**config.mk**
```make
export PLATFORM = sky130hd
export DESIGN_NAME = bloom_filter_str_window
export DESIGN_NICKNAME = d
export VERILOG_FILES = /design/src/rtl/bloom_filter_str_window.sv
export SDC_FILE = /design/constraint.sdc
export NUM_CORES = 1
export LEC_CHECK = 0
export CORE_AREA = 2 2 163 165
export CTS_CLUSTER_SIZE = 8
export DETAILED_ROUTE_END_ITERATION = 10
export DIE_AREA = 0 0 165 167
export MAX_ROUTING_LAYER = met4
export PLACE_DENSITY = 0.69
export SLEW_MARGIN = 20
export SYNTH_ARGS = -nofsm -noshare
export SYNTH_HDL_FRONTEND = slang
export SYNTH_SLANG_ARGS = --single-unit
```
**constraint.sdc**
```tcl
create_clock -name clk_i -period 8.37 [get_ports clk_i]
set_input_delay 2.511 -clock clk_i [delete_from_list [all_inputs] [get_ports clk_i]]
set_output_delay 2.511 -clock clk_i [all_outputs]
set_load 0.02 [all_outputs]
```
**src/rtl/bloom_filter_str_window.sv**
```systemverilog
// Bloom filter front stage: builds, for every lane of an 8-byte beat, the
// byte windows that end at that lane for every searched string length,
// using MAX_STR_SIZE-1 bytes of history carried across beats of a packet.
// Produces one registered output beat of windows plus a per-lane,
// per-length validity mask for the hash engines.
module bloom_filter_str_window #(
   parameter int BYTE_W           = 8,
   parameter int AST_SINK_SYMBOLS = 8,
   parameter int MIN_STR_SIZE     = 3,
   parameter int MAX_STR_SIZE     = 5,
   parameter int SIZES_CNT        = MAX_STR_SIZE - MIN_STR_SIZE + 1
) (
   input  logic                                             clk_i,
   input  logic                                             rst_i,
   input  logic                                             en_i,
   input  logic [AST_SINK_SYMBOLS*BYTE_W-1:0]               ast_sink_data_i,
   input  logic                                             ast_sink_valid_i,
   output logic                                             ast_sink_ready_o,
   input  logic                                             ast_sink_startofpacket_i,
   input  logic                                             ast_sink_endofpacket_i,
   input  logic [2:0]                                       ast_sink_empty_i,
   output logic [AST_SINK_SYMBOLS*MAX_STR_SIZE*BYTE_W-1:0]  str_data_o,
   output logic [AST_SINK_SYMBOLS*SIZES_CNT-1:0]            str_mask_o,
   output logic                                             str_sop_o,
   output logic                                             str_eop_o,
   output logic                                             str_valid_o,
   input  logic                                             str_ready_i
);

   localparam int S      = AST_SINK_SYMBOLS;
   localparam int HIST   = MAX_STR_SIZE - 1;
   localparam int EXT    = HIST + S;
   localparam int HC_W   = $clog2(MAX_STR_SIZE);
   localparam int LANE_W = MAX_STR_SIZE * BYTE_W;

   // Sink beat with the bytes reordered so that index 0 is the first
   // stream byte (the sink puts symbol 0 at the MSBs).
   typedef struct packed {
      logic [S-1:0][BYTE_W-1:0] bytes;
      logic                     sop;
      logic                     eop;
      logic [2:0]               empty;
   } sink_beat_t;

   sink_beat_t                  beat;
   logic                        accept;
   logic [HIST-1:0][BYTE_W-1:0] hist;     // index HIST-1 is the newest byte
   logic [HC_W-1:0]             hcnt;
   logic [HC_W-1:0]             hcnt_eff;
   logic [HC_W-1:0]             hcnt_nxt;
   logic [EXT-1:0][BYTE_W-1:0]  ext;      // history followed by the beat, oldest first

   // Saturating history count after absorbing one full beat.
   function automatic logic [HC_W-1:0] sat_hcnt(input logic [HC_W-1:0] h);
      int sum;
      sum = int'(h) + S;
      return (sum >= HIST) ? HC_W'(HIST) : HC_W'(sum);
   endfunction

   // Unpack the sink bus into stream-ordered bytes.
   always_comb begin
      beat.sop   = ast_sink_startofpacket_i;
      beat.eop   = ast_sink_endofpacket_i;
      beat.empty = ast_sink_empty_i;
      for (int k = 0; k < S; k++)
         beat.bytes[k] = ast_sink_data_i[(S-1-k)*BYTE_W +: BYTE_W];
   end

   // Sink is always drained while disabled so upstream never stalls;
   // those beats are simply dropped.
   assign ast_sink_ready_o = !en_i || !str_valid_o || str_ready_i;
   assign accept           = en_i && ast_sink_valid_i && ast_sink_ready_o;

   // A sop beat ignores whatever history is left from an earlier packet.
   // The stale bytes still feed the window, they are just masked off.
   assign hcnt_eff = beat.sop ? '0 : hcnt;
   assign hcnt_nxt = sat_hcnt(hcnt_eff);
   assign ext      = {beat.bytes, hist};

   // History, count and output-beat control.
   always_ff @(posedge clk_i or posedge rst_i) begin
      if (rst_i) begin
         hist        <= '0;
         hcnt        <= '0;
         str_valid_o <= 1'b0;
         str_sop_o   <= 1'b0;
         str_eop_o   <= 1'b0;
      end else if (!en_i) begin
         hcnt        <= '0;
         str_valid_o <= 1'b0;
      end else if (accept) begin
         str_valid_o <= 1'b1;
         str_sop_o   <= beat.sop;
         str_eop_o   <= beat.eop;
         hist        <= ext[EXT-1:S];
         hcnt        <= beat.eop ? '0 : hcnt_nxt;
      end else if (str_ready_i) begin
         str_valid_o <= 1'b0;
      end
   end

   for (genvar k = 0; k < S; k++) begin : g_lane
      logic [MAX_STR_SIZE-1:0][BYTE_W-1:0] win;
      logic [MAX_STR_SIZE-1:0][BYTE_W-1:0] win_q;
      logic [SIZES_CNT-1:0]                msk;
      logic [SIZES_CNT-1:0]                msk_q;
      logic                                lane_ok;

      // Lanes past the last used symbol of an eop beat carry no data.
      assign lane_ok = !beat.eop || (k < S - int'(beat.empty));

      // Window byte j is the stream byte j positions before this lane.
      always_comb begin
         for (int j = 0; j < MAX_STR_SIZE; j++)
            win[j] = ext[HIST + k - j];
      end

      // A length-L window is complete once L bytes of this packet end here.
      always_comb begin
         for (int l = 0; l < SIZES_CNT; l++)
            msk[l] = lane_ok && (int'(hcnt_eff) + k + 1 >= l + MIN_STR_SIZE);
      end

      // Output register for this lane, loaded on every accepted beat.
      always_ff @(posedge clk_i or posedge rst_i) begin
         if (rst_i) begin
            win_q <= '0;
            msk_q <= '0;
         end else if (accept) begin
            win_q <= win;
            msk_q <= msk;
         end
      end

      assign str_data_o[k*LANE_W +: LANE_W]       = win_q;
      assign str_mask_o[k*SIZES_CNT +: SIZES_CNT] = msk_q;
   end

endmodule

```
==> results of run 1 <==
[routing by layer]
| metal | track usage | vias to the layer above | part of all wire |
|---|---|---|---|
| met5 | - | - | 0 |
| met4 | 0.0336 | 0 | 0.010 |
| met3 | 0.0344 | 8 | 0.064 |
| met2 | 0.238 | 213 | 0.53 |
| met1 | 0.154 | 2583 | 0.40 |
| li1 | - | 2578 | - |
[area by class of cell]
cell class,instances,area [sq um],area share
Timing Repair Buffer,425,4240,0.408
Multi-Input combinational cell,400,1610,0.155
Inverter,4,20.0,0.00193
Tap cell,335,419,0.0403
Clock inverter,13,114,0.0110
Sequential cell,142,3550,0.342
Clock buffer,19,433,0.0416
[flip-flops by register name, indices dropped and copies added, names as in the netlist]
| signal | count |
|---|---|
| str_data_o | 96 |
| str_sop_o | 1 |
| hcnt | 1 |
| str_valid_o | 1 |
| ext | 32 |
| str_eop_o | 1 |
| g_lane.msk_q | 10 |
[layout by cell type (no fill, tap or decap)]
cell,instances
sky130_fd_sc_hd__inv_6,4
sky130_fd_sc_hd__bufinv_16,1
sky130_fd_sc_hd__o21a_1,2
sky130_fd_sc_hd__clkinvlp_4,2
sky130_fd_sc_hd__clkbuf_16,17
sky130_fd_sc_hd__a31oi_1,4
sky130_fd_sc_hd__nor2_1,5
sky130_fd_sc_hd__nor2b_1,2
sky130_fd_sc_hd__nand3_1,2
sky130_fd_sc_hd__o211ai_1,1
sky130_fd_sc_hd__o31ai_1,1
sky130_fd_sc_hd__nand3b_1,1
sky130_fd_sc_hd__o21ai_1,4
sky130_fd_sc_hd__clkbuf_1,2
sky130_fd_sc_hd__ha_1,2
sky130_fd_sc_hd__buf_4,4
sky130_fd_sc_hd__or2_1,1
sky130_fd_sc_hd__inv_1,3
sky130_fd_sc_hd__or2_4,1
sky130_fd_sc_hd__o311ai_1,1
sky130_fd_sc_hd__clkinv_4,2
sky130_fd_sc_hd__clkdlybuf4s50_1,421
sky130_fd_sc_hd__nand2b_1,3
sky130_fd_sc_hd__clkinv_2,5
sky130_fd_sc_hd__dfrtp_1,142
sky130_fd_sc_hd__a2111oi_2,1
sky130_fd_sc_hd__a22o_1,2
sky130_fd_sc_hd__nor2_4,1
sky130_fd_sc_hd__nand2_1,365
sky130_fd_sc_hd__o21bai_1,1
[per-stage QoR]
step	std cells	cell area [sq um]	util	setup slack, ns
6_report	1338	10400	0.404	1.95
5_1_grt	1338	10400	0.404	1.89
4_1_cts	1338	10400	0.404	1.94
3_5_place_dp	1306	9850	0.382	1.95
3_3_place_gp	1306	9850	0.382	1.95
2_1_floorplan	812	7170	-	2.05
[critical path: cells and delay by family]
kind          cells  cell delay, ns
buf+inv           2            0.97
simple gates      2            0.43
[cell families after synthesis]
kind of cell,after synthesis,share of synthesized area
AOI/OAI and AO/OA,17,0.0173
adders and majority gates,2,0.00349
buffers and inverters,270,0.280
DFF,142,0.496
and+or+nand+nor,381,0.203
[power by group]
part	leakage, uW	switching (uW)	internal, uW	total, uW
clock network	0.000268	300	410	710
logic	0.00280	542	507	1050
registers	0.00177	113	793	906
total	0.00483	954	1710	2660
[how the worst max path moves through the flow]
stage / startpoint / to / slack [ns] / depth (start not counted)
CTS: str_ready_i / ast_sink_ready_o / 1.94 / 4
global route: str_ready_i / ast_sink_ready_o / 1.89 / 4
detailed placement: str_ready_i / ast_sink_ready_o / 1.95 / 4
finish: str_ready_i / ast_sink_ready_o / 1.95 / 4
floorplan: rst_i / ext[0]$_DFFE_PP0P_ / 2.05 / 1
global placement: str_ready_i / ast_sink_ready_o / 1.95 / 4
==> flow_metrics.py, run 1 <==
metrics = {
    "synth": {
        "synth.cell_area_sq_mm": 0.00717,
        "synth_enable_flop_cells": 0,
        "synthesis.yosys.warnings": 0,
        "netlist.area_leader.share": 0.496,
        "synthMostInstantiatedCell": "sky130_fd_sc_hd__nand2_1",
        "post-synth-top-area-cell": "sky130_fd_sc_hd__dfrtp_1",
        "synth.net_count": 888,
        "async_reset_ff_frac": 1.00,
        "synth-main-ff-cell": "sky130_fd_sc_hd__dfrtp_1",
        "netlist_instances": 812,
        "ys_ff_latch": 142,
        "synthesis.area_per_instance_sq_um": 8.83,
        "synthDistinctLibCells": 24,
        "synth_top_cells_by_area": "sky130_fd_sc_hd__dfrtp_1 (50%), sky130_fd_sc_hd__buf_4 (25%), sky130_fd_sc_hd__nand2_1 (19%), sky130_fd_sc_hd__buf_6 (1.9%), sky130_fd_sc_hd__buf_2 (0.49%)",
        "synth_top_cells_by_count": "sky130_fd_sc_hd__nand2_1 (365), sky130_fd_sc_hd__buf_4 (239), sky130_fd_sc_hd__dfrtp_1 (142)",
        "yosysSeqAreaShare": 0.496,
    },
    "clocking": {
        "clock_slew_seen_by_the_registers_of_the_worst_setup_and_hold_paths_ns": 0.06,
        "clockBufferDepth": 2,
        "tritoncts.num_buffers": 17,
        "tritoncts": "done",
        "hold_fix_buffer_count_after_cts": 0,
        "cts_root_buf": "sky130_fd_sc_hd__clkbuf_16",
        "cts_setup_buffers": 0,
        "cts_resized": 0,
        "clock_insertion_delay_worst_skew_ns": 0.41,
        "cts.sink_count": 142,
        "cts_max_level": 4,
    },
    "floorplanning": {
        "dieWidth_um": 165,
        "floorplan_die_area_sq_mm": 0.0276,
        "fp-row-count": 59,
        "core_area_sq_mm": 0.0258,
        "starting_density_of_the_core": 0.278,
        "pin_count": 422,
        "fp.dieH_um": 167,
    },
    "power_and_ir_drop": {
        "total_power_uw": 2660,
        "ir_worst_vdd_uv": 96.2,
        "cellPowerDensity_mw_per_mm2": 256,
        "leakagePower_uw": 0.00483,
    },
    "sta": {
        "tns_ns": 0,
        "maxSlewHeadroom": 0.426,
        "worst_hold_slack_ns": 0.462,
        "timing.final.max_slew_violations": 0,
        "post-route-period-util": 0.768,
        "fin_skew_ns": 0.0111,
        "hold_viol_final": 0,
        "worst_slew_pin_slew_ns": 0.860,
        "maxClockFrequency_mhz": 156,
        "final-setup-viol-count": 0,
        "period_minus_slack_ns": 6.42,
        "rsz0062_at_grt": "false",
    },
    "outcome": {
        "run_status": "finished clean",
    },
    "route": {
        "post-route-drc-count": 0,
        "drt_iter0_drc": 316,
        "drt-total-wl_mm": 18.5,
        "number_of_detailed_routing_iterations_run_before_antenna_repair": 6,
        "final_ant_viol_nets": 0,
        "vias_per_cell": 4.02,
        "wire_per_inst_um": 13.9,
        "via_count": 5382,
    },
    "cells_and_area": {
        "fill_cells": 2530,
        "area_growth_syn_to_layout_pct": 45.0,
        "design.final.nets": 1066,
        "antenna_cells": 0,
        "drive_above_1_share": 0.0379,
    },
    "setup_path": {
        "maximum_net_fanout_on_the_critical_path": 3,
        "ff2ff_path_depth": 5,
        "cp_slowest_stage_delay_ns": 0.57,
        "critical_path_class": "primary input to primary output",
        "cp_common_cell": "sky130_fd_sc_hd__clkdlybuf4s50_1",
        "regToRegSetupSlack_ns": 5.92,
        "worstPathCellList": "clkdlybuf4s50_1 > nor2b_1 > nand2_1 > clkdlybuf4s50_1",
        "crit-reg2reg-launch": "str_valid_o$_DFFE_PP0P_",
        "worstReg2RegEnd": "str_data_o[242]$_DFFE_PP0P_",
        "critical-path-slowest-cell": "sky130_fd_sc_hd__clkdlybuf4s50_1",
        "timing.critical_path.arrival_ns": 3.91,
        "start_kind": "primary input",
        "worstPathRequired_ns": 5.86,
        "critical_path_end_type": "primary output",
    },
    "hold_path": {
        "hp-start": "ext[22]$_DFFE_PP0P_",
        "worst_hold_path.endpoint": "str_data_o[118]$_DFFE_PP0P_",
        "min_delay_path_depth": 2,
        "holdCritPathClass": "register to register",
    },
    "global_route": {
        "grt_pass1_wl_mm": 28.8,
        "grt_pass1_vias": 5310,
        "number_of_antenna_violations_at_the_first_check_in_global_routing": 0,
        "grt.overflow.total": 0,
        "groute.usage.overall": 0.136,
        "grt_max_degree": 76,
    },
    "flow_run": {
        "timing.max_cap.violations": 0,
    },
    "place": {
        "post_dp_hpwl_mm": 13.4,
        "place.gp.congestion": 0.776,
        "buffer_ports.inserted": 421,
    },
}
Note: power is estimated with default switching activity, not from simulation.
==> run 2: changes to the inputs <==
clock period = 6 ns   (was 8.37 ns; I/O delays follow)
==> run 2 against run 1 <==
Via count grew 1.2%. Global-route usage grew 0.10 points. First-iteration DRC count shrank 12%. Highest routed layer unchanged. Non-clock buffer count grew 1. Clock power grew 58%. Critical endpoint unchanged. Sequential share of layout area shrank 0.36 points. Flip-flop and latch count is the same.
==> flow_metrics.py, run 2 (synthesis results as in run 1) <==
metrics = {
    "outcome": {
        "run_status": "finished clean",
    },
    "route": {
        "via_count": 5449,
        "drt-total-wl_mm": 18.7,
        "post-route-drc-count": 0,
        "final_ant_viol_nets": 0,
        "wire_per_inst_um": 14.0,
        "route.top_layer_used": "met4",
        "vias_per_cell": 4.07,
        "wirelength_met1_mm": 7.50,
        "met3_routed_wl_mm": 1.29,
        "wl_met2_mm": 9.65,
        "drt_iter0_drc": 279,
        "number_of_detailed_routing_iterations_run_before_antenna_repair": 4,
    },
    "cells_and_area": {
        "final_cell_mix": "sky130_fd_sc_hd__clkdlybuf4s50_1 (421), sky130_fd_sc_hd__nand2_1 (365), sky130_fd_sc_hd__dfrtp_1 (142), sky130_fd_sc_hd__clkbuf_16 (17)",
        "drive_above_1_share": 0.0378,
        "layout.cells.most_common": "sky130_fd_sc_hd__clkdlybuf4s50_1",
        "antenna_cells": 0,
        "design.final.nets": 1067,
        "max_ffs_per_register": 96,
        "area_growth_syn_to_layout_pct": 46.6,
    },
    "clocking": {
        "cts_root_buf": "sky130_fd_sc_hd__clkbuf_16",
        "tritoncts.num_buffers": 17,
        "clockBufferDepth": 2,
        "hold_fix_buffer_count_after_cts": 0,
        "tritoncts": "done",
        "clock_slew_seen_by_the_registers_of_the_worst_setup_and_hold_paths_ns": 0.06,
        "cts_resized": 0,
        "clock_insertion_delay_worst_skew_ns": 0.41,
        "cts_max_level": 4,
        "cts_setup_buffers": 0,
        "cts.sink_count": 142,
    },
    "global_route": {
        "grt_pass1_wl_mm": 29.1,
        "number_of_antenna_violations_at_the_first_check_in_global_routing": 0,
        "groute.usage.overall": 0.137,
        "grt.overflow.total": 0,
        "grt_pass1_vias": 5356,
        "grt_max_degree": 79,
    },
    "power_and_ir_drop": {
        "p_sw_uw": 1330,
        "leakagePower_uw": 0.00488,
        "total_power_uw": 3850,
        "p_clk_frac": 0.291,
        "pwr-share-seq": 0.328,
        "ir_worst_vdd_uv": 192,
        "switching_share": 0.346,
        "share_of_total_power_in_combinational_logic": 0.381,
        "p_int_uw": 2520,
        "cellPowerDensity_mw_per_mm2": 367,
    },
    "sta": {
        "hold_viol_final": 0,
        "fin_skew_ns": 0.00962,
        "final-setup-viol-count": 0,
        "rsz0062_at_grt": "false",
        "maxClockFrequency_mhz": 199,
        "post-route-period-util": 0.836,
        "period_minus_slack_ns": 5.01,
        "worst_hold_slack_ns": 0.457,
        "tns_ns": 0,
        "maxSlewHeadroom": 0.575,
        "worst_slew_pin_slew_ns": 0.638,
        "timing.final.max_slew_violations": 0,
    },
    "place": {
        "place.gp.congestion": 0.766,
        "post_dp_hpwl_mm": 13.6,
        "buffer_ports.inserted": 421,
    },
    "setup_path": {
        "maximum_net_fanout_on_the_critical_path": 3,
        "start_kind": "primary input",
        "critical_path_end_type": "primary output",
        "critical_path_class": "primary input to primary output",
        "timing.critical_path.arrival_ns": 3.21,
        "worstPathRequired_ns": 4.20,
    },
    "floorplanning": {
        "floorplan_die_area_sq_mm": 0.0276,
        "core_area_sq_mm": 0.0258,
        "pin_count": 422,
        "fp.dieH_um": 167,
        "starting_density_of_the_core": 0.278,
        "fp-row-count": 59,
        "dieWidth_um": 165,
    },
    "hold_path": {
        "holdCritPathClass": "register to register",
    },
    "flow_run": {
        "timing.max_cap.violations": 0,
    },
}
run 2: cell types whose count changed in the layout (fill, tap and decap cells not counted), sizes merged:
| cell | previous run | this run |
|---|---|---|
| buf | 4 | 5 |
| clkbuf | 19 | 20 |
| clkinv | 7 | 5 |
| bufinv | 1 | 4 |
| inv | 7 | 5 |
run 2: path summary, 6_finish.rpt:
kind / start / slack (ns) / to / cells past startpoint
setup / recovery: str_ready_i / 0.99 / ast_sink_ready_o / 4
setup reg to reg: str_valid_o$_DFFE_PP0P_ / 4.08 / str_data_o[286]$_DFFE_PP0P_ / 5
hold / removal: ext[25]$_DFFE_PP0P_ / 0.46 / str_data_o[153]$_DFFE_PP0P_ / 2
min in group asynchronous: rst_i / 1.83 / str_data_o[231]$_DFFE_PP0P_ / 2
max in group asynchronous: rst_i / 3.32 / str_data_o[220]$_DFFE_PP0P_ / 3
hold reg to reg: ext[25]$_DFFE_PP0P_ / 0.46 / str_data_o[153]$_DFFE_PP0P_ / 2
run 2: layout make-up:
class                           instances  area [sq um]
Sequential cell                       142          3550
Clock buffer                           20           437
Multi-Input combinational cell        400          1610
Tap cell                              335           419
Clock inverter                         12           188
Timing Repair Buffer                  426          4280
Fill cell                            2525         15300
Inverter                                4          20.0
run 2: power groups by stage:
stage	Sequential (uW)	Clock (uW)	Combinational (uW)
6_report	1260	1120	1470
2_1_floorplan	1390	0	862
4_1_cts	1270	1160	1480
5_1_grt	1290	1200	1550
3_3_place_gp	1280	0	1470
3_5_place_dp	1290	0	1480
run 2: worst max-delay path: stages:
cell and delay, ns:
sky130_fd_sc_hd__clkdlybuf4s50_1 0.40, sky130_fd_sc_hd__nor2b_1 0.30, sky130_fd_sc_hd__nand2_1 0.15, sky130_fd_sc_hd__clkdlybuf4s50_1 0.57
run 2: metrics by stage:
stage	util	worst slack, ns	std cells	area [sq um]
4_1_cts	0.408	0.967	1339	10500
3_5_place_dp	0.384	0.989	1307	9880
5_1_grt	0.408	0.942	1339	10500
6_report	0.408	0.985	1339	10500
2_1_floorplan	-	0.390	812	7170
3_3_place_gp	0.384	1.00	1307	9880
run 2: metal layers:
layer / vias to the layer above / global-route usage
li1: 2587 / -
met1: 2617 / 0.157
met2: 229 / 0.237
met3: 16 / 0.0384
met4: 0 / 0.0302
met5: - / -
==> run 3: changes to the inputs <==
clock period = 4.7 ns   (was 6 ns; I/O delays follow)
==> run 3 against run 2 <==
Die area unchanged. Final cell count is 0.37% higher. Hold slack improved by 0.0077 ns. Clock-buffer cell count down 1. Critical path depth unchanged. Sequential power is 28% higher. Register-to-register slack got worse by 1.3 ns. First-iteration DRC count down 10%. Clock power is 33% higher. Final area rose by 0.99%. Non-clock buffer count rose by 5. Setup slack worse by 0.45 ns. Largest cell class unchanged.
==> flow_metrics.py, run 3 (synthesis results as in run 1) <==
metrics = {
    "outcome": {
        "run_status": "finished clean",
    },
    "power_and_ir_drop": {
        "share_of_total_power_in_combinational_logic": 0.377,
        "pwr-share-seq": 0.324,
        "p_clk_frac": 0.299,
        "ir_worst_vdd_uv": 184,
        "leakagePower_uw": 0.00493,
        "switching_share": 0.346,
        "p_sw_uw": 1720,
        "p_int_uw": 3260,
        "cellPowerDensity_mw_per_mm2": 469,
    },
    "route": {
        "number_of_detailed_routing_iterations_run_before_antenna_repair": 4,
        "post-route-drc-count": 0,
        "final_ant_viol_nets": 0,
        "via_count": 5361,
        "drt_iter0_drc": 251,
        "drt-total-wl_mm": 18.3,
        "wire_per_inst_um": 13.6,
        "vias_per_cell": 3.99,
    },
    "clocking": {
        "cts_resized": 0,
        "cts_max_level": 4,
        "hold_fix_buffer_count_after_cts": 0,
        "tritoncts.num_buffers": 17,
        "clockBufferDepth": 2,
        "cts_setup_buffers": 0,
        "clock_insertion_delay_worst_skew_ns": 0.41,
        "tritoncts": "done",
        "cts_root_buf": "sky130_fd_sc_hd__clkbuf_16",
        "cts.sink_count": 142,
        "clock_slew_seen_by_the_registers_of_the_worst_setup_and_hold_paths_ns": 0.06,
    },
    "cells_and_area": {
        "design.final.nets": 1072,
        "stdcell_count": 1344,
        "fill_cells": 2546,
        "post_route_cell_area_sq_mm": 0.0106,
        "final_cell_mix": "sky130_fd_sc_hd__clkdlybuf4s50_1 (421), sky130_fd_sc_hd__nand2_1 (365), sky130_fd_sc_hd__dfrtp_1 (142), sky130_fd_sc_hd__clkbuf_16 (17)",
        "layout.cells.most_common": "sky130_fd_sc_hd__clkdlybuf4s50_1",
        "area_growth_syn_to_layout_pct": 48.0,
        "antenna_cells": 0,
        "drive_above_1_share": 0.0456,
        "max_ffs_per_register": 96,
        "multi_input_area_sq_mm": 0.00161,
        "layout.area.seq_sq_mm": 0.00355,
    },
    "hold_path": {
        "worst_hold_path.endpoint": "str_data_o[159]$_DFFE_PP0P_",
        "min_delay_path_depth": 2,
        "hp-start": "ext[31]$_DFFE_PP0P_",
        "holdCritPathClass": "register to register",
    },
    "global_route": {
        "grt.overflow.total": 0,
        "grt_pass1_vias": 5208,
        "grt_pass1_wl_mm": 28.4,
        "groute.usage.overall": 0.134,
        "grt_max_degree": 66,
        "number_of_antenna_violations_at_the_first_check_in_global_routing": 0,
    },
    "setup_path": {
        "ff2ff_path_depth": 5,
        "crit-reg2reg-launch": "str_valid_o$_DFFE_PP0P_",
        "regToRegSetupSlack_ns": 2.81,
        "start_kind": "primary input",
        "maximum_net_fanout_on_the_critical_path": 3,
        "critical_path_class": "primary input to primary output",
        "worstReg2RegEnd": "ext[27]$_DFFE_PP0P_",
        "timing.critical_path.arrival_ns": 2.75,
        "worstPathRequired_ns": 3.29,
        "setup.worst_path.start": "str_ready_i",
        "critical_path_end_type": "primary output",
    },
    "floorplanning": {
        "floorplan_die_area_sq_mm": 0.0276,
        "fp-row-count": 59,
        "core_area_sq_mm": 0.0258,
        "pin_count": 422,
        "fp.dieH_um": 167,
        "starting_density_of_the_core": 0.278,
        "dieWidth_um": 165,
    },
    "flow_run": {
        "timing.max_cap.violations": 0,
    },
    "sta": {
        "tns_ns": 0,
        "worst_hold_slack_ns": 0.465,
        "maxSlewHeadroom": 0.376,
        "rsz0062_at_grt": "false",
        "worst_slew_pin_slew_ns": 0.934,
        "fin_skew_ns": 0.00972,
        "hold_viol_final": 0,
        "post-route-period-util": 0.886,
        "period_minus_slack_ns": 4.16,
        "final-setup-viol-count": 0,
        "maxClockFrequency_mhz": 240,
        "timing.final.max_slew_violations": 0,
    },
    "place": {
        "buffer_ports.inserted": 421,
        "placedCellCount": 1312,
        "place_area_sq_mm": 0.00996,
        "post_dp_hpwl_mm": 13.4,
        "place.gp.congestion": 0.797,
    },
}
[run 3: cell type report]
| type | instances | area share |
|---|---|---|
| Clock buffer | 19 | 0.0427 |
| Clock inverter | 13 | 0.0190 |
| Inverter | 4 | 0.00177 |
| Multi-Input combinational cell | 400 | 0.152 |
| Sequential cell | 142 | 0.335 |
| Tap cell | 335 | 0.0395 |
| Timing Repair Buffer | 431 | 0.410 |
[run 3: worst max-delay path: stages]
cell	delay, ns
sky130_fd_sc_hd__clkdlybuf4s50_1	0.40
sky130_fd_sc_hd__nor2b_1	0.28
sky130_fd_sc_hd__nand2_1	0.12
sky130_fd_sc_hd__clkdlybuf4s50_1	0.55
[run 3: per-layer routing]
metal | up-vias | wire length (um) | GRT usage
li1 | 2592 | - | -
met1 | 2542 | 7470 | 0.155
met2 | 221 | 9500 | 0.233
met3 | 6 | 1190 | 0.0346
met4 | 0 | 121 | 0.0306
met5 | - | 0 | -
[run 3: worst max-delay path by stage]
stage	end	depth (start not counted)
2_1_floorplan	ext[0]$_DFFE_PP0P_	1
3_3_place_gp	ast_sink_ready_o	4
3_5_place_dp	ast_sink_ready_o	4
4_1_cts	ast_sink_ready_o	4
5_1_grt	ast_sink_ready_o	4
6_report	ast_sink_ready_o	4
[run 3: power groups by stage]
stage | sequential (uW) | clock [uW] | combinational [uW]
final | 1610 | 1490 | 1880
after global routing | 1650 | 1600 | 1990
after CTS | 1620 | 1540 | 1900
after detailed placement | 1640 | 0 | 1900
after global placement | 1630 | 0 | 1880
after floorplan | 1770 | 0 | 1100
[run 3: metrics by stage]
step           setup WS (ns)  total power [uW]  utilization
2_1_floorplan           1.51              2870            -
3_3_place_gp           0.530              3510        0.386
3_5_place_dp           0.534              3540        0.386
4_1_cts                0.529              5070        0.412
5_1_grt                0.432              5240        0.412
6_report               0.536              4980        0.412
